### config.mk
export PLATFORM = sky130hd
export DESIGN_NAME = audio_sample_feeder_flat
export DESIGN_NICKNAME = d
export VERILOG_FILES = /design/src/rtl/audio_sample_feeder_if.sv /design/src/rtl/audio_sample_feeder.sv /design/src/flat_wrapper.sv
export SDC_FILE = /design/constraint.sdc
export NUM_CORES = 1
export LEC_CHECK = 0
export ABC_AREA = 1
export CAP_MARGIN = 30
export CORE_UTILIZATION = 55
export CTS_CLUSTER_DIAMETER = 120
export DETAILED_ROUTE_END_ITERATION = 8
export DONT_BUFFER_PORTS = 1
export PLACE_DENSITY = 0.71
export SYNTH_ARGS = -nofsm -noshare
export SYNTH_HDL_FRONTEND = slang
export SYNTH_SLANG_ARGS = --single-unit
### constraint.sdc
create_clock -name CLK -period 3.15 [get_ports CLK]
set_input_delay 0.7875 -clock CLK [delete_from_list [all_inputs] [get_ports CLK]]
set_output_delay 0.7875 -clock CLK [all_outputs]
set_load 0.005 [all_outputs]
### src/rtl/audio_sample_feeder_if.sv
// Sample write port of audio_sample_feeder: 8-bit unsigned samples, 0x80 = silence.
// A sample transfers on every rising clock edge where WR_VALID && WR_READY; WR_VALID may
// assert at any time, WR_READY never depends on WR_VALID, and an unaccepted sample must be held.
interface audio_sample_feeder_if;
    logic [7:0] WR_DATA;
    logic       WR_VALID;
    logic       WR_READY;

    modport master (output WR_DATA, output WR_VALID, input WR_READY);
    modport slave  (input WR_DATA, input WR_VALID, output WR_READY);
endinterface

### src/rtl/audio_sample_feeder.sv
// Sample FIFO plus volume register feeding the PWM audio stage; one sample is released per frame.
// AUDIO_FEEDER_HOLD_LAST_EN: on underrun, hold the last DUTY instead of returning to 0x80.
module audio_sample_feeder #(
    parameter int DEPTH_LOG2 = 4,
    parameter int FRAME_BITS = 12,
    parameter int VOL_RESET  = 8
) (
    input  logic                 CLK,
    input  logic                 RST_N,
    audio_sample_feeder_if.slave wr,
    input  logic                 VOL_UP,
    input  logic                 VOL_DN,
    output logic [7:0]           DUTY,
    output logic [3:0]           VOL,
    output logic                 FRAME_TICK,
    output logic                 UNDERRUN,
    output logic [DEPTH_LOG2:0]  LEVEL
);
    localparam int                    DEPTH      = 1 << DEPTH_LOG2;
    localparam logic [DEPTH_LOG2:0]   FULL_LEVEL = (DEPTH_LOG2 + 1)'(DEPTH);
    localparam logic [DEPTH_LOG2:0]   LEVEL_ONE  = (DEPTH_LOG2 + 1)'(1);
    localparam logic [DEPTH_LOG2-1:0] PTR_ONE    = DEPTH_LOG2'(1);
    localparam logic [FRAME_BITS-1:0] FRAME_ONE  = FRAME_BITS'(1);
    // Pop one edge before the frame wraps so DUTY is stable when the PWM latches at all-ones.
    localparam logic [FRAME_BITS-1:0] POP_PHASE  = {{(FRAME_BITS - 1){1'b1}}, 1'b0};
    localparam logic [7:0]            SILENCE    = 8'h80;

    logic [7:0]            mem [DEPTH];
    logic [DEPTH_LOG2-1:0] wr_ptr;
    logic [DEPTH_LOG2-1:0] rd_ptr;
    logic [FRAME_BITS-1:0] frame_cnt;
    logic                  fifo_empty;
    logic                  push;
    logic                  pop_edge;
    logic                  pop_ok;
    logic [DEPTH_LOG2:0]   level_next;
    logic [7:0]            duty_next;
    logic [3:0]            vol_next;

    assign fifo_empty  = (LEVEL == '0);
    assign wr.WR_READY = RST_N && (LEVEL != FULL_LEVEL);
    assign push        = wr.WR_VALID && wr.WR_READY;
    assign pop_edge    = (frame_cnt == POP_PHASE);
    assign pop_ok      = pop_edge && !fifo_empty;

    always_comb begin
        level_next = LEVEL;
        if (push && !pop_ok) begin
            level_next = LEVEL + LEVEL_ONE;
        end else if (pop_ok && !push) begin
            level_next = LEVEL - LEVEL_ONE;
        end
    end

    always_comb begin
        duty_next = DUTY;
        if (pop_ok) begin
            duty_next = mem[rd_ptr];
        end else if (pop_edge) begin
`ifdef AUDIO_FEEDER_HOLD_LAST_EN
            duty_next = DUTY;
`else
            duty_next = SILENCE;
`endif
        end
    end

    // Opposing pulses in the same cycle cancel; both directions saturate.
    always_comb begin
        vol_next = VOL;
        if (VOL_UP && !VOL_DN && (VOL != 4'hF)) begin
            vol_next = VOL + 4'd1;
        end else if (VOL_DN && !VOL_UP && (VOL != 4'h0)) begin
            vol_next = VOL - 4'd1;
        end
    end

    always_ff @(posedge CLK or negedge RST_N) begin
        if (!RST_N) begin
            frame_cnt  <= '0;
            wr_ptr     <= '0;
            rd_ptr     <= '0;
            LEVEL      <= '0;
            DUTY       <= SILENCE;
            VOL        <= 4'(VOL_RESET);
            FRAME_TICK <= 1'b0;
            UNDERRUN   <= 1'b0;
        end else begin
            frame_cnt  <= frame_cnt + FRAME_ONE;
            if (push) begin
                wr_ptr <= wr_ptr + PTR_ONE;
            end
            if (pop_ok) begin
                rd_ptr <= rd_ptr + PTR_ONE;
            end
            LEVEL      <= level_next;
            DUTY       <= duty_next;
            VOL        <= vol_next;
            FRAME_TICK <= pop_edge;
            UNDERRUN   <= pop_edge && fifo_empty;
        end
    end

    // Storage needs no reset: LEVEL and the pointers decide what is valid.
    always_ff @(posedge CLK) begin
        if (push) begin
            mem[wr_ptr] <= wr.WR_DATA;
        end
    end
endmodule
### src/flat_wrapper.sv
// flat-port wrapper written by rule: the top's interface ports become plain ports
module audio_sample_feeder_flat 
#(
    parameter int DEPTH_LOG2 = 4,
    parameter int FRAME_BITS = 12,
    parameter int VOL_RESET  = 8
)
  (CLK, RST_N, VOL_UP, VOL_DN, DUTY, VOL, FRAME_TICK, UNDERRUN, LEVEL, wr_WR_DATA, wr_WR_VALID, wr_WR_READY);
  audio_sample_feeder_if wr_i ();
  input  logic CLK;
  input  logic RST_N;
  input  logic VOL_UP;
  input  logic VOL_DN;
  output logic [7:0] DUTY;
  output logic [3:0] VOL;
  output logic FRAME_TICK;
  output logic UNDERRUN;
  output logic [DEPTH_LOG2:0] LEVEL;
  input wire logic [$bits(wr_i.WR_DATA)-1:0] wr_WR_DATA;
  input wire logic [$bits(wr_i.WR_VALID)-1:0] wr_WR_VALID;
  output wire logic [$bits(wr_i.WR_READY)-1:0] wr_WR_READY;
  assign wr_i.WR_DATA = wr_WR_DATA;
  assign wr_i.WR_VALID = wr_WR_VALID;
  assign wr_WR_READY = wr_i.WR_READY;
  audio_sample_feeder #(.DEPTH_LOG2(DEPTH_LOG2), .FRAME_BITS(FRAME_BITS), .VOL_RESET(VOL_RESET)) u_core (.CLK(CLK), .RST_N(RST_N), .wr(wr_i), .VOL_UP(VOL_UP), .VOL_DN(VOL_DN), .DUTY(DUTY), .VOL(VOL), .FRAME_TICK(FRAME_TICK), .UNDERRUN(UNDERRUN), .LEVEL(LEVEL));
endmodule
## After elaboration in Yosys (flattened, before gate mapping)

Memory sizes are Yosys's and may differ from the RTL's.
Cells that the tools add are included.

- Bits in registers: 39
- Latch bits: 0
- Bits in writable memories: 128
- Bits in read-only memories: 0
- Input bits: 13
- Output and inout port bits: 20
- Word-level logic and storage cells: 47
- Memories kept: 1

Memory list:

| memory | depth | width | rd ports | clocked after memory_dff | wr ports | line | RTL |
|---|---|---|---|---|---|---|---|
| u_core.mem | 16 | 8 | 1 | 0 | 1 | audio_sample_feeder.sv:28 | `logic [7:0] mem [DEPTH];` |

- $add $sub $neg: 7
- Multiply operators: 0
- Div/mod/pow operators: 0
- $lt $le $gt $ge: 0
- Equality and inequality tests: 3
- Shifts and indexed selects: 0
- Muxes and demuxes: 8
- Bitwise operators: 0
- Reduce and logical (&&, ||, !) cells: 20

Operators by type and width:

| kind | number |
|---|---|
| two-way mux 8 bit | 2 |
| adder 12 x 1 -> 12 bit (second input constant) | 1 |
| adder 4 x 1 -> 4 bit (second input constant) | 3 |
| == test 12 bit (second input constant) | 1 |
| logical AND 1 bit | 10 |
| two-way mux 5 bit | 2 |
| two-way mux 4 bit | 2 |
| nonzero test 2 bit | 3 |
| adder 5 x 1 -> 5 bit (second input constant) | 1 |
| zero test 1 bit | 5 |
| zero test 5 bit | 1 |
| != test 5 bit (second input constant) | 1 |
| subtractor 5 x 1 -> 5 bit (second input constant) | 1 |
| != test 4 bit (second input constant) | 1 |
| nonzero test 4 bit | 1 |
| subtractor 4 x 1 -> 4 bit (second input constant) | 1 |
| two-way mux 1 bit | 2 |

## Depth between registers and ports, before layout

Gate-level depths: netlist of the first run.

- Depth in word-level cells: 7
- Gate-level depth with buffers: 17
- Gate-level depth less buffers: 16

## Least setup slack after synthesis of the first run

OpenSTA, ideal clock, no wires.

- Kind: input port to flip-flop
- Start point: input port RST_N
- End point: register u_core.LEVEL[4]
- Setup time: 65 ps
- Arrival: 2348 ps
- Required time: 3085 ps
- Setup slack: 738 ps
- Stages on the path: 14
- Buffers on the path: 1
- Cell sequence: nand2_1 > inv_1 > nand2_1 > buf_2 > inv_1 > ha_1 > inv_1 > fa_1 > a21oi_1 > nor2_1 > nor2_1 > xor2_1 > nand2_1 > nand2_1

- Word-level cells in the longest chain between the ends: 5
- Elaborated cells on any way between the ends: 7
- Those cells by class: mux (1); reduce/logical (6)

RTL lines:

| what | line | RTL |
|---|---|---|
| start, declared | flat_wrapper.sv:11 | `input logic RST_N;` |
| logical AND 1 bit (*) | audio_sample_feeder.sv:41 | `assign wr.WR_READY = RST_N && (LEVEL != FULL_LEVEL);` |
| named net wr_WR_READY | flat_wrapper.sv:21 | `output wire logic [$bits(wr_i.WR_READY)-1:0] wr_WR_READY;` |
| logical AND 1 bit (*) | audio_sample_feeder.sv:42 | `assign push = wr.WR_VALID && wr.WR_READY;` |
| named net u_core.push | audio_sample_feeder.sv:33 | `logic push;` |
| zero test 1 bit | audio_sample_feeder.sv:50 | `end else if (pop_ok && !push) begin` |
| logical AND 1 bit | audio_sample_feeder.sv:50 |  |
| nonzero test 2 bit (no source line) | - |  |
| end signal, assigned | audio_sample_feeder.sv:96 | `LEVEL <= level_next;` |
| end, declared | audio_sample_feeder.sv:17 | `output logic [DEPTH_LOG2:0] LEVEL` |

The timed path passes the listed nets; every way through them passes the cells marked *.
A chain may end at the register's enable or synchronous reset.

## Worst setup path after layout of the first run

- Start point: register u_core.frame_cnt[0]
- End point: register u_core.LEVEL[4]

- Word-level cells in the longest chain between the ends: 5
- Elaborated cells on any way between the ends: 7
- Those cells by class: eq/ne (1); mux (1); reduce/logical (5)

RTL lines:

| what | line | RTL |
|---|---|---|
| start, declared | audio_sample_feeder.sv:31 | `logic [FRAME_BITS-1:0] frame_cnt;` |
| start signal, assigned | audio_sample_feeder.sv:89 | `frame_cnt <= frame_cnt + FRAME_ONE;` |
| == test 12 bit (*) | audio_sample_feeder.sv:43 | `assign pop_edge = (frame_cnt == POP_PHASE);` |
| logical AND 1 bit (*) | audio_sample_feeder.sv:44 | `assign pop_ok = pop_edge && !fifo_empty;` |
| zero test 1 bit | audio_sample_feeder.sv:48 | `if (push && !pop_ok) begin` |
| logical AND 1 bit | audio_sample_feeder.sv:48 |  |
| two-way mux 5 bit or nonzero test 2 bit (tied branches) | - |  |

Mark *: on every way between the ends. The rest lies on a longest branch, timed or not.

==> impl_table.tex, run 1 <==
\begin{tabular}{lr}
\hline
Metric & Value \\
\hline
\multicolumn{2}{l}{\textbf{Die}} \\
Core footprint & 0.0126 mm\^{}2 \\
Effective utilization at floorplan & 56.6\% \\
Die Wd & 116 um \\
FP Rows & 41 \\
Overall die height & 116 um \\
Die Area & 0.0134 mm\^{}2 \\
Number of top-level pins & 33 \\
\multicolumn{2}{l}{\textbf{Drt}} \\
Wire per inst & 18.3 um \\
Number of DRC violations after detailed-routing iteration 0 & 438 \\
Number of nets with antenna violations after routing & 0 \\
Routed vias/inst & 5.55 \\
DRC violations left & 0 \\
Total routed wirelength & 15500 um \\
Via count & 4678 \\
Count of TritonRoute iterations in the first routing pass & 5 \\
\multicolumn{2}{l}{\textbf{Critical path}} \\
Delay contributed by the slowest stage of the critical path & 0.39 ns \\
Path type of the worst setup path & flop to flop \\
Capture point of the worst reg-to-reg path & u\_core.LEVEL[4] \\
Kind of end point of the critical path & flop \\
Top delay family on crit path & simple AND/OR/NAND/NOR gates \\
Flop-to-flop setup slack & 0.62 ns \\
Depth of the worst register-to-register path & 16 \\
Highest fanout seen on the critical path & 10 \\
WP buf/inv & 3 \\
Data arrival, critical path & 2.90 ns \\
Type of origin of the critical path & flop \\
Launching point of the worst reg2reg path & u\_core.frame\_cnt[0] \\
Critical path cell sequence & inv\_1 > ha\_1 > nand2\_1 > nor2\_2 > nand3\_4 > nor2\_4 > inv\_1 > ha\_1 > inv\_1 > ha\_1 > a21oi\_1 > nor2\_1 > nor2\_1 > xor2\_1 > nand2\_1 > nand2\_1 \\
Slowest stage cell, crit path & sky130\_fd\_sc\_hd\_\_dfrtp\_1 \\
Required time reported for the critical path endpoint & 3.52 ns \\
\multicolumn{2}{l}{\textbf{STA}} \\
Total count of hold-check failures in the final report & 0 \\
RSZ-0062 raised after global routing & no \\
Slew headroom & 53.0\% \\
Max-slew violation total from the final report & 0 \\
Hold\_ws & 0.0531 ns \\
Summed negative setup slack over all endpoints & 0 ns \\
Worst clock skew & 0.00922 ns \\
Final setup violation count & 0 \\
F\_max & 395 MHz \\
Share of the clock period used by the worst path & 80.3\% \\
Crit path time final & 2.53 ns \\
Slew @ Worst Pin & 0.705 ns \\
\multicolumn{2}{l}{\textbf{Global route}} \\
Vias in the first global route & 4400 \\
First-pass GRT wire length & 23400 um \\
Final global-route overflow total & 0 \\
Maximum number of pins on one net before global-route repair & 68 \\
Global router's overall resource usage & 24.5\% \\
Initial antenna violation count & 0 \\
\multicolumn{2}{l}{\textbf{Placed design}} \\
GPL Wtd Cong & 0.828 \\
\# port buffers & 0 \\
Estimated wirelength of the detail-placed design & 9760 um \\
\multicolumn{2}{l}{\textbf{Clock tree}} \\
Count of instances resized after the clock tree is built & 0 \\
Maximum number of buffers from clock root to sink & 2 \\
Hold buffer count at CTS & 0 \\
Master cell of the clock root buffer & sky130\_fd\_sc\_hd\_\_clkbuf\_16 \\
Clock latency at the later pin of the worst-skew pair & 0.42 ns \\
Worst-path clk slew & 0.06 ns \\
CTS tree & built \\
Number of setup buffers added after CTS & 0 \\
TritonCTS buffer count & 17 \\
Htree depth & 4 \\
Number of sinks driven by the clock tree & 167 \\
\multicolumn{2}{l}{\textbf{Layout}} \\
Sequential cell area in the final layout & 0.00482 mm\^{}2 \\
Layout Area Growth over Synthesis & 11.4\% \\
Most common library cell in the layout ignoring fill and taps & sky130\_fd\_sc\_hd\_\_nand2\_1 \\
Total of fill cells in the finished design & 998 \\
Multi-input gate area & 0.00203 mm\^{}2 \\
Antenna Cells & 0 \\
Layout Nets & 688 \\
Share of layout cells above drive strength 1 & 9.39\% \\
Commonest non-fill, non-tap cells in the layout & sky130\_fd\_sc\_hd\_\_nand2\_1, sky130\_fd\_sc\_hd\_\_edfxtp\_1, sky130\_fd\_sc\_hd\_\_nand3\_1, sky130\_fd\_sc\_hd\_\_inv\_1, sky130\_fd\_sc\_hd\_\_dfrtp\_1 \\
\multicolumn{2}{l}{\textbf{Pwr}} \\
Pwr Total & 5.15 mW \\
Standby leakage power & 3.17 nW \\
Power per cell area & 648 mW/mm\^{}2 \\
Worst supply voltage drop on vdd & 0.000394 V \\
\multicolumn{2}{l}{\textbf{Logic synthesis}} \\
Cell count after synthesis & 641 \\
Cell variety after synth & 32 \\
Yosys warns & 0 \\
Synthesized cell area & 0.00714 mm\^{}2 \\
Sequential cell area fraction in the yosys report & 67.5\% \\
Net Count, Synth & 669 \\
Post-synthesis register bit count & 167 \\
Avg Cell Area, Syn & 11.1 um\^{}2 \\
\multicolumn{2}{l}{\textbf{Min path}} \\
Path category of the worst min-delay check & primary input to asynchronous set/reset pin \\
\multicolumn{2}{l}{\textbf{Status}} \\
Status & finished clean \\
\multicolumn{2}{l}{\textbf{Flow run}} \\
Maximum capacitance violations & 0 \\
\hline
\end{tabular}
## cells by family after synthesis
| family | share of synthesized area (%) |
|---|---|
| and+or+nand+nor | 22.0 |
| xor gates and xnor gates | 2.58 |
| adders and majority gates | 2.84 |
| buffers and inverters | 4.00 |
| DFF | 67.5 |
| AOI/OAI and AO/OA | 1.07 |
## cells in the mapped netlist, drive strengths merged
library cell,n,share of area [%]
nand2,188,9.9
xor2,16,2.0
o211ai,1,0.11
buf,18,1.5
nand4,1,0.088
edfxtp,128,54
inv,37,1.9
nand3,128,9.1
a21boi,1,0.11
nor2,20,1.3
xnor2,5,0.61
dfrtp,37,13
and3,1,0.088
or2,1,0.088
ha,13,2.3
o21ai,8,0.56
a31oi,1,0.088
dfstp,2,0.74
nor3,19,1.3
a21oi,3,0.21
clkinv,2,0.11
clkbuf,9,0.47
fa,2,0.56
## registers in the layout (all words and copies together) (netlist names)
| signal | cells |
|---|---|
| u_core.UNDERRUN | 1 |
| u_core.DUTY | 8 |
| u_core.wr_ptr | 4 |
| u_core.frame_cnt | 12 |
| u_core.LEVEL | 5 |
| u_core.rd_ptr | 4 |
| u_core.FRAME_TICK | 1 |
| u_core.mem | 128 |
| u_core.VOL | 4 |
## worst reg2reg max path: stages (launching register included)
cell                      delay [ns]
sky130_fd_sc_hd__dfrtp_1        0.39
sky130_fd_sc_hd__inv_1          0.08
sky130_fd_sc_hd__ha_1           0.16
sky130_fd_sc_hd__nand2_1        0.07
sky130_fd_sc_hd__nor2_2         0.12
sky130_fd_sc_hd__nand3_4        0.17
sky130_fd_sc_hd__nor2_4         0.13
sky130_fd_sc_hd__inv_1          0.05
sky130_fd_sc_hd__ha_1           0.21
sky130_fd_sc_hd__inv_1          0.14
sky130_fd_sc_hd__ha_1           0.29
sky130_fd_sc_hd__a21oi_1        0.18
sky130_fd_sc_hd__nor2_1         0.08
sky130_fd_sc_hd__nor2_1         0.13
sky130_fd_sc_hd__xor2_1         0.16
sky130_fd_sc_hd__nand2_1        0.06
sky130_fd_sc_hd__nand2_1        0.05
## power breakdown
part,internal [mW],switching [mW]
combinational,0.209,0.376
clock,1.07,0.786
sequential,2.55,0.157
total,3.83,1.32
## through the flow
step | cell area (um^2) | utilization (%) | std cells | setup WS (ns)
3_5_place_dp | 7410 | 58.7 | 812 | 0.630
6_report | 7950 | 63.0 | 843 | 0.621
5_1_grt | 7950 | 63.0 | 843 | 0.370
3_3_place_gp | 7410 | 58.7 | 812 | 0.738
4_1_cts | 7930 | 62.9 | 842 | 0.613
2_1_floorplan | 7140 | - | 641 | 0.738
## metal layers
layer,share of wire [%],GRT usage [%],vias to the layer above
met5,0,0,-
met4,2.5,10.9,0
met3,7.3,5.70,27
met2,48,38.6,177
met1,42,32.8,2246
li1,-,-,2228
## layout make-up
type                    instances  area share, %
multi-input cells             408           25.6
flip-flops and latches        167           60.6
well taps                     172           2.71
inverters                      39           1.84
clock inverters                 9           1.01
clock buffers                  21           5.54
repair buffers                 27           2.71
## worst max-delay path by stage
stage | startpoint | end | slack [ns] | cells past startpoint
after detailed placement | u_core.frame_cnt[0] | u_core.LEVEL[4] | 0.63 | 16
after global routing | u_core.frame_cnt[0] | u_core.LEVEL[4] | 0.37 | 16
final | u_core.frame_cnt[0] | u_core.LEVEL[4] | 0.62 | 16
after global placement | u_core.frame_cnt[0] | u_core.LEVEL[4] | 0.74 | 16
after floorplan | RST_N | u_core.LEVEL[4] | 0.74 | 14
after CTS | u_core.frame_cnt[0] | u_core.LEVEL[4] | 0.61 | 16
Power figures use the tool's default switching activity.
==> inputs of run 2 (changes only) <==
Clock period 3.15 ns to 2.4 ns, I/O delays scaled along.
==> run 2 against run 1 <==
Effect of this change:
- the run now ends with hold timing left
- die area did not move
- clock power rose by 45%
- sequential power rose by 30%
- via count rose by 2.0%
- first-iteration DRC count rose by 23%
- routed wire length rose by 0.91%
- clock skew barely moved
- sequential share of layout area fell by 1.5 points
- sequential cell count did not move
- count of clock-buffer cells in the layout fell by 1
- power rose by 39%
- critical path type unchanged
==> impl_table.tex, run 2 (synthesis gave the netlist of run 1 again) <==
\begin{tabular}{lr}
\hline
Metric & Value \\
\hline
\multicolumn{2}{l}{\textbf{Layout}} \\
Most common library cell in the layout ignoring fill and taps & sky130\_fd\_sc\_hd\_\_nand2\_1 (unchanged) \\
Register ranked first by flip-flop count & u\_core.mem (unchanged) \\
Final core utilization & 64.6\% (was 63.0\%) \\
Layout Nets & 697 (was 688) \\
Summed area of non-filler cells in the final layout & 0.00816 mm\^{}2 (was 0.00795 mm\^{}2) \\
Total of fill cells in the finished design & 963 (was 998) \\
Commonest non-fill, non-tap cells in the layout & sky130\_fd\_sc\_hd\_\_nand2\_1, sky130\_fd\_sc\_hd\_\_edfxtp\_1, sky130\_fd\_sc\_hd\_\_nand3\_1, sky130\_fd\_sc\_hd\_\_dfrtp\_1 (was sky130\_fd\_sc\_hd\_\_nand2\_1, sky130\_fd\_sc\_hd\_\_edfxtp\_1, sky130\_fd\_sc\_hd\_\_nand3\_1, sky130\_fd\_sc\_hd\_\_inv\_1, sky130\_fd\_sc\_hd\_\_dfrtp\_1) \\
Share of layout cells above drive strength 1 & 12.6\% (was 9.39\%) \\
Largest register FFs & 128 (unchanged) \\
Largest registers & u\_core.mem: 128 flops, u\_core.frame\_cnt: 12 flops, u\_core.DUTY: 8 flops (unchanged) \\
Layout Area Growth over Synthesis & 14.2\% (was 11.4\%) \\
\multicolumn{2}{l}{\textbf{Pwr}} \\
Worst supply voltage drop on vdd & 0.000606 V (was 0.000394 V) \\
Pwr Total & 7.14 mW (was 5.15 mW) \\
Standby leakage power & 3.24 nW (was 3.17 nW) \\
Power per cell area & 876 mW/mm\^{}2 (was 648 mW/mm\^{}2) \\
\multicolumn{2}{l}{\textbf{Global route}} \\
Initial antenna violation count & 1 (was 0) \\
First-pass GRT wire length & 24000 um (was 23400 um) \\
Global router's overall resource usage & 25.0\% (was 24.5\%) \\
Maximum number of pins on one net before global-route repair & 68 (unchanged) \\
Final global-route overflow total & 0 (unchanged) \\
Vias in the first global route & 4594 (was 4400) \\
\multicolumn{2}{l}{\textbf{STA}} \\
Max-slew violation total from the final report & 0 (unchanged) \\
Final setup violation count & 0 (unchanged) \\
F\_max & 467 MHz (was 395 MHz) \\
Slew headroom & 52.7\% (was 53.0\%) \\
Worst clock skew & 0.00964 ns (was 0.00922 ns) \\
Share of the clock period used by the worst path & 89.2\% (was 80.3\%) \\
Summed negative setup slack over all endpoints & 0 ns (unchanged) \\
Slew @ Worst Pin & 0.709 ns (was 0.705 ns) \\
Crit path time final & 2.14 ns (was 2.53 ns) \\
Total count of hold-check failures in the final report & 1 (was 0) \\
Hold\_ws & -0.00122 ns (was 0.0531 ns) \\
\multicolumn{2}{l}{\textbf{Critical path}} \\
Flop-to-flop setup slack & 0.26 ns (was 0.62 ns) \\
Kind of end point of the critical path & flop (unchanged) \\
Depth of the worst register-to-register path & 16 (unchanged) \\
Highest fanout seen on the critical path & 4 (was 10) \\
Data arrival, critical path & 2.50 ns (was 2.90 ns) \\
Type of origin of the critical path & flop (unchanged) \\
Path type of the worst setup path & flop to flop (unchanged) \\
Required time reported for the critical path endpoint & 2.76 ns (was 3.52 ns) \\
\multicolumn{2}{l}{\textbf{Drt}} \\
Wire per inst & 18.2 um (was 18.3 um) \\
Via count & 4770 (was 4678) \\
Number of DRC violations after detailed-routing iteration 0 & 537 (was 438) \\
Total routed wirelength & 15600 um (was 15500 um) \\
Routed vias/inst & 5.58 (was 5.55) \\
DRC violations left & 0 (unchanged) \\
Count of TritonRoute iterations in the first routing pass & 6 (was 5) \\
Number of nets with antenna violations after routing & 0 (unchanged) \\
\multicolumn{2}{l}{\textbf{Clock tree}} \\
Htree depth & 4 (unchanged) \\
Master cell of the clock root buffer & sky130\_fd\_sc\_hd\_\_clkbuf\_16 (unchanged) \\
TritonCTS buffer count & 17 (unchanged) \\
Maximum number of buffers from clock root to sink & 2 (unchanged) \\
Number of sinks driven by the clock tree & 167 (unchanged) \\
CTS tree & built (unchanged) \\
Clock latency at the later pin of the worst-skew pair & 0.43 ns (was 0.42 ns) \\
Worst-path clk slew & 0.06 ns (about the same) \\
\multicolumn{2}{l}{\textbf{Die}} \\
Number of top-level pins & 33 (unchanged) \\
Effective utilization at floorplan & 56.6\% (unchanged) \\
Die Wd & 116 um (unchanged) \\
FP Rows & 41 (unchanged) \\
Overall die height & 116 um (unchanged) \\
Die Area & 0.0134 mm\^{}2 (unchanged) \\
Core footprint & 0.0126 mm\^{}2 (unchanged) \\
\multicolumn{2}{l}{\textbf{Flow run}} \\
Maximum capacitance violations & 0 (unchanged) \\
\multicolumn{2}{l}{\textbf{Placed design}} \\
Placed cell area & 0.00748 mm\^{}2 (was 0.00741 mm\^{}2) \\
GPL Wtd Cong & 0.774 (was 0.828) \\
\# port buffers & 0 (unchanged) \\
Estimated wirelength of the detail-placed design & 9400 um (was 9760 um) \\
\multicolumn{2}{l}{\textbf{Min path}} \\
Path category of the worst min-delay check & primary input to asynchronous set/reset pin (unchanged) \\
\multicolumn{2}{l}{\textbf{Status}} \\
Violated checks & hold timing \\
Status & complete, but fails checks (was finished clean) \\
\hline
\end{tabular}
run 2: what timing repair did:
item                                    4_1_cts  5_1_grt
hold buffers                                  1        0
endpoints found under the setup margin        0        2
setup buffers                                 0        2
resized for setup                             0       14
endpoints found under the hold margin        37        0
run 2: final cells by class:
class	count	area, um^2	area share (%)
well taps	172	215	2.64
inverters	39	149	1.83
multi-input cells	408	2080	25.5
repair buffers	36	295	3.62
diodes	1	2.50	0.0307
flip-flops and latches	167	4820	59.2
clock inverters	12	153	1.87
clock buffers	20	437	5.35
run 2: metal layers:
layer	share of wire, %	wire length, um	vias to the layer above	track usage (%)
li1	-	-	2249	-
met1	41	6440	2304	31.9
met2	49	7710	186	40.4
met3	6.4	1000	31	5.39
met4	2.9	447	0	13.0
met5	0	0	-	0
run 2: final timing paths:
kind                                     start             endpoint
max in group asynchronous                RST_N      u_core.LEVEL[4]
max reg2reg                u_core.frame_cnt[0]      u_core.LEVEL[4]
min in group CLK                 wr_WR_DATA[0]     u_core.mem[6][0]
min reg2reg                u_core.frame_cnt[0]  u_core.frame_cnt[0]
min                                      RST_N       u_core.DUTY[1]
max                        u_core.frame_cnt[0]      u_core.LEVEL[4]
run 2: worst max-delay path: stages (launching register included):
cell and delay [ns]:
sky130_fd_sc_hd__dfrtp_1 0.39, sky130_fd_sc_hd__inv_2 0.06, sky130_fd_sc_hd__ha_2 0.17, sky130_fd_sc_hd__nand2_1 0.07, sky130_fd_sc_hd__nor2_2 0.15, sky130_fd_sc_hd__nand3_4 0.09
sky130_fd_sc_hd__nor2_4 0.09, sky130_fd_sc_hd__inv_1 0.07, sky130_fd_sc_hd__ha_4 0.17, sky130_fd_sc_hd__inv_4 0.07, sky130_fd_sc_hd__ha_4 0.20, sky130_fd_sc_hd__a21oi_2 0.10
sky130_fd_sc_hd__nor2_1 0.04, sky130_fd_sc_hd__nor2_1 0.11, sky130_fd_sc_hd__xor2_1 0.15, sky130_fd_sc_hd__nand2_1 0.07, sky130_fd_sc_hd__nand2_1 0.05
run 2: where the power goes:
| part | total [mW] | internal, mW | switching [mW] |
|---|---|---|---|
| Sequential | 3.52 | 3.35 | 0.170 |
| Combinational | 0.916 | 0.357 | 0.559 |
| Clock | 2.70 | 1.63 | 1.07 |
| Total | 7.14 | 5.34 | 1.80 |
run 2: metrics by stage:
step | setup WS (ns) | std cells
global placement | 0.131 | 819
global route | -0.0131 | 854
CTS | 0.0513 | 852
floorplan | 0.0211 | 641
finish | 0.258 | 855
detailed placement | 0.0882 | 819
==> inputs of run 3 (changes only) <==
Settings changed: CORE_MARGIN set to 4, PLACE_DENSITY 0.71 to 0.79, REMOVE_ABC_BUFFERS set to 1.
==> run 3 against run 2 <==
Effect of this change:
- the flow now finishes without violations
- sequential cell count is the same
- global-route usage shrank 3.1 points
- clock power grew 3%
- sequential power is essentially flat
- cell count shrank 0.35%
- largest cell class unchanged
- first-iteration DRC count shrank 2.8%
- power grew 0.78%
- die area grew 11%
- combinational power is essentially flat
- largest power group unchanged
- worst hold slack gained 0.014 ns
- worst setup slack lost 0.19 ns
- fmax shrank 8.2%
==> impl_table.tex, run 3 (synthesis gave the netlist of run 1 again) <==
\begin{tabular}{lr}
\hline
Metric & Value \\
\hline
\multicolumn{2}{l}{\textbf{Layout}} \\
Most common library cell in the layout ignoring fill and taps & sky130\_fd\_sc\_hd\_\_nand2\_1 (unchanged) \\
Commonest non-fill, non-tap cells in the layout & sky130\_fd\_sc\_hd\_\_nand2\_1, sky130\_fd\_sc\_hd\_\_edfxtp\_1, sky130\_fd\_sc\_hd\_\_nand3\_1, sky130\_fd\_sc\_hd\_\_dfrtp\_1, sky130\_fd\_sc\_hd\_\_inv\_1 (was sky130\_fd\_sc\_hd\_\_nand2\_1, sky130\_fd\_sc\_hd\_\_edfxtp\_1, sky130\_fd\_sc\_hd\_\_nand3\_1, sky130\_fd\_sc\_hd\_\_dfrtp\_1) \\
Largest register FFs & 128 (unchanged) \\
Total of fill cells in the finished design & 896 (was 963) \\
Summed area of non-filler cells in the final layout & 0.00816 mm\^{}2 (about the same) \\
Layout Nets & 695 (was 697) \\
Antenna Cells & 0 (was 1) \\
Final core utilization & 64.4\% (was 64.6\%) \\
Share of layout cells above drive strength 1 & 12.1\% (was 12.6\%) \\
Largest registers & u\_core.mem: 128 flops, u\_core.frame\_cnt: 12 flops, u\_core.DUTY: 8 flops (unchanged) \\
Register ranked first by flip-flop count & u\_core.mem (unchanged) \\
Layout Area Growth over Synthesis & 14.3\% (was 14.2\%) \\
Final cell count without fillers & 852 (was 855) \\
\multicolumn{2}{l}{\textbf{Global route}} \\
Maximum number of pins on one net before global-route repair & 68 (unchanged) \\
Vias in the first global route & 4688 (was 4594) \\
First-pass GRT wire length & 24500 um (was 24000 um) \\
Final global-route overflow total & 0 (unchanged) \\
Global router's overall resource usage & 21.9\% (was 25.0\%) \\
Initial antenna violation count & 0 (was 1) \\
\multicolumn{2}{l}{\textbf{Drt}} \\
Number of DRC violations after detailed-routing iteration 0 & 522 (was 537) \\
Via count & 4795 (was 4770) \\
DRC violations left & 0 (unchanged) \\
Count of TritonRoute iterations in the first routing pass & 5 (was 6) \\
Total routed wirelength & 15600 um (about the same) \\
Number of nets with antenna violations after routing & 0 (unchanged) \\
Wire per inst & 18.3 um (was 18.2 um) \\
Routed vias/inst & 5.63 (was 5.58) \\
\multicolumn{2}{l}{\textbf{Die}} \\
Die Area & 0.0149 mm\^{}2 (was 0.0134 mm\^{}2) \\
FP Rows & 41 (unchanged) \\
Number of top-level pins & 33 (unchanged) \\
Core footprint & 0.0127 mm\^{}2 (was 0.0126 mm\^{}2) \\
Overall die height & 122 um (was 116 um) \\
Effective utilization at floorplan & 56.4\% (was 56.6\%) \\
Die Wd & 122 um (was 116 um) \\
\multicolumn{2}{l}{\textbf{Critical path}} \\
Type of origin of the critical path & flop (unchanged) \\
Required time reported for the critical path endpoint & 2.77 ns (was 2.76 ns) \\
Highest fanout seen on the critical path & 4 (unchanged) \\
Data arrival, critical path & 2.70 ns (was 2.50 ns) \\
Path type of the worst setup path & flop to flop (unchanged) \\
Kind of end point of the critical path & flop (unchanged) \\
\multicolumn{2}{l}{\textbf{Clock tree}} \\
TritonCTS buffer count & 17 (unchanged) \\
Worst-path clk slew & 0.06 ns (about the same) \\
Master cell of the clock root buffer & sky130\_fd\_sc\_hd\_\_clkbuf\_16 (unchanged) \\
Number of sinks driven by the clock tree & 167 (unchanged) \\
Maximum number of buffers from clock root to sink & 2 (unchanged) \\
CTS tree & built (unchanged) \\
Htree depth & 4 (unchanged) \\
Clock latency at the later pin of the worst-skew pair & 0.43 ns (about the same) \\
\multicolumn{2}{l}{\textbf{Pwr}} \\
Power per cell area & 882 mW/mm\^{}2 (was 876 mW/mm\^{}2) \\
Pwr Total & 7.20 mW (was 7.14 mW) \\
Internal power & 5.34 mW (about the same) \\
Worst supply voltage drop on vdd & 0.000556 V (was 0.000606 V) \\
Sequential power share & 48.8\% (was 49.3\%) \\
Standby leakage power & 3.25 nW (was 3.24 nW) \\
Relative contribution of combinational cells to total power & 12.8\% (about the same) \\
Switching power as a share of total power & 25.8\% (was 25.2\%) \\
Net switching component of the power & 1.86 mW (was 1.80 mW) \\
Share of power burned in the clock network & 38.5\% (was 37.9\%) \\
\multicolumn{2}{l}{\textbf{Placed design}} \\
Worst setup timing slack at the placement stage & -0.0129 ns (was 0.0882 ns) \\
\# port buffers & 0 (unchanged) \\
GPL Wtd Cong & 0.815 (was 0.774) \\
Estimated wirelength of the detail-placed design & 9400 um (about the same) \\
Post-Place Cells & 816 (was 819) \\
Placed cell area & 0.00747 mm\^{}2 (was 0.00748 mm\^{}2) \\
\multicolumn{2}{l}{\textbf{STA}} \\
Summed negative setup slack over all endpoints & 0 ns (unchanged) \\
Worst clock skew & 0.00770 ns (was 0.00964 ns) \\
Share of the clock period used by the worst path & 97.2\% (was 89.2\%) \\
Final setup violation count & 0 (unchanged) \\
Crit path time final & 2.33 ns (was 2.14 ns) \\
Total count of hold-check failures in the final report & 0 (was 1) \\
Final setup slack of the worst path & 0.0680 ns (was 0.258 ns) \\
Hold\_ws & 0.0132 ns (was -0.00122 ns) \\
Slew @ Worst Pin & 0.700 ns (was 0.709 ns) \\
Max-slew violation total from the final report & 0 (unchanged) \\
Slew headroom & 53.4\% (was 52.7\%) \\
F\_max & 429 MHz (was 467 MHz) \\
\multicolumn{2}{l}{\textbf{Flow run}} \\
Maximum capacitance violations & 0 (unchanged) \\
\multicolumn{2}{l}{\textbf{Status}} \\
Status & finished clean (was complete, but fails checks) \\
\multicolumn{2}{l}{\textbf{Min path}} \\
Path category of the worst min-delay check & primary input to asynchronous set/reset pin (unchanged) \\
\hline
\end{tabular}
-- run 3: cell types whose count changed in the layout (fill, tap and decap cells not counted), sizes merged --
cell         before  now
buf              36   33
clkbuf           20   17
clkinv            7    9
inv              38   40
clkinvlp          3    2
diode             1    0
dlygate4sd3       0    1
-- run 3: repair_timing --
action / CTS / global route
cloned: 0 / 0
endpoints found under the setup margin: 1 / 2
hold buffers: 2 / 0
resized for setup: 1 / 10
endpoints found under the hold margin: 37 / 0
buffers inserted: 0 / 2
pin swaps: 0 / 4
-- run 3: worst paths after layout --
kind / from / to / slack [ns] / depth (start not counted)
worst max register to register: u_core.frame_cnt[0] / u_core.LEVEL[4] / 0.07 / 16
max in group asynchronous: RST_N / u_core.VOL[3] / 1.79 / 1
worst min register to register: u_core.frame_cnt[9] / u_core.frame_cnt[9] / 0.48 / 1
min in group CLK: wr_WR_DATA[5] / u_core.mem[6][5] / 0.27 / 0
worst min-delay path: RST_N / u_core.frame_cnt[2] / 0.01 / 1
worst max-delay path: u_core.frame_cnt[0] / u_core.LEVEL[4] / 0.07 / 16
-- run 3: power groups by stage --
stage	Sequential, mW	Combinational [mW]	Clock [mW]
after global placement	3.55	0.776	0
after detailed placement	3.56	0.839	0
after floorplan	3.56	0.551	0
after CTS	3.51	0.869	2.78
after global routing	3.53	1.04	2.92
final	3.51	0.919	2.77
-- run 3: final cells by class --
type | count | area, um^2 | share of cell area (%)
Sequential cell | 167 | 4820 | 59.1
Clock buffer | 17 | 425 | 5.21
Inverter | 39 | 149 | 1.82
Clock inverter | 15 | 176 | 2.16
Multi-Input combinational cell | 408 | 2070 | 25.4
Timing Repair Buffer | 34 | 295 | 3.62
Tap cell | 172 | 215 | 2.64
-- run 3: worst max-delay path: stages, from the launching register on --
cell and delay (ns):
sky130_fd_sc_hd__dfrtp_1 0.41, sky130_fd_sc_hd__inv_2 0.08, sky130_fd_sc_hd__ha_2 0.20, sky130_fd_sc_hd__nand2_1 0.09, sky130_fd_sc_hd__nor2_4 0.14, sky130_fd_sc_hd__nand3_4 0.10
sky130_fd_sc_hd__nor2_4 0.09, sky130_fd_sc_hd__inv_1 0.07, sky130_fd_sc_hd__ha_4 0.18, sky130_fd_sc_hd__inv_4 0.08, sky130_fd_sc_hd__ha_4 0.20, sky130_fd_sc_hd__a21oi_2 0.12
sky130_fd_sc_hd__nor2_1 0.05, sky130_fd_sc_hd__nor2_1 0.15, sky130_fd_sc_hd__xor2_1 0.20, sky130_fd_sc_hd__nand2_1 0.07, sky130_fd_sc_hd__nand2_1 0.05
-- run 3: per-layer routing --
layer	vias to the layer above	global-route usage, %	wire length [um]
met5	-	0	0
met4	0	8.75	381
met3	29	3.71	861
met2	204	36.4	8130
met1	2316	29.1	6240
li1	2246	-	-
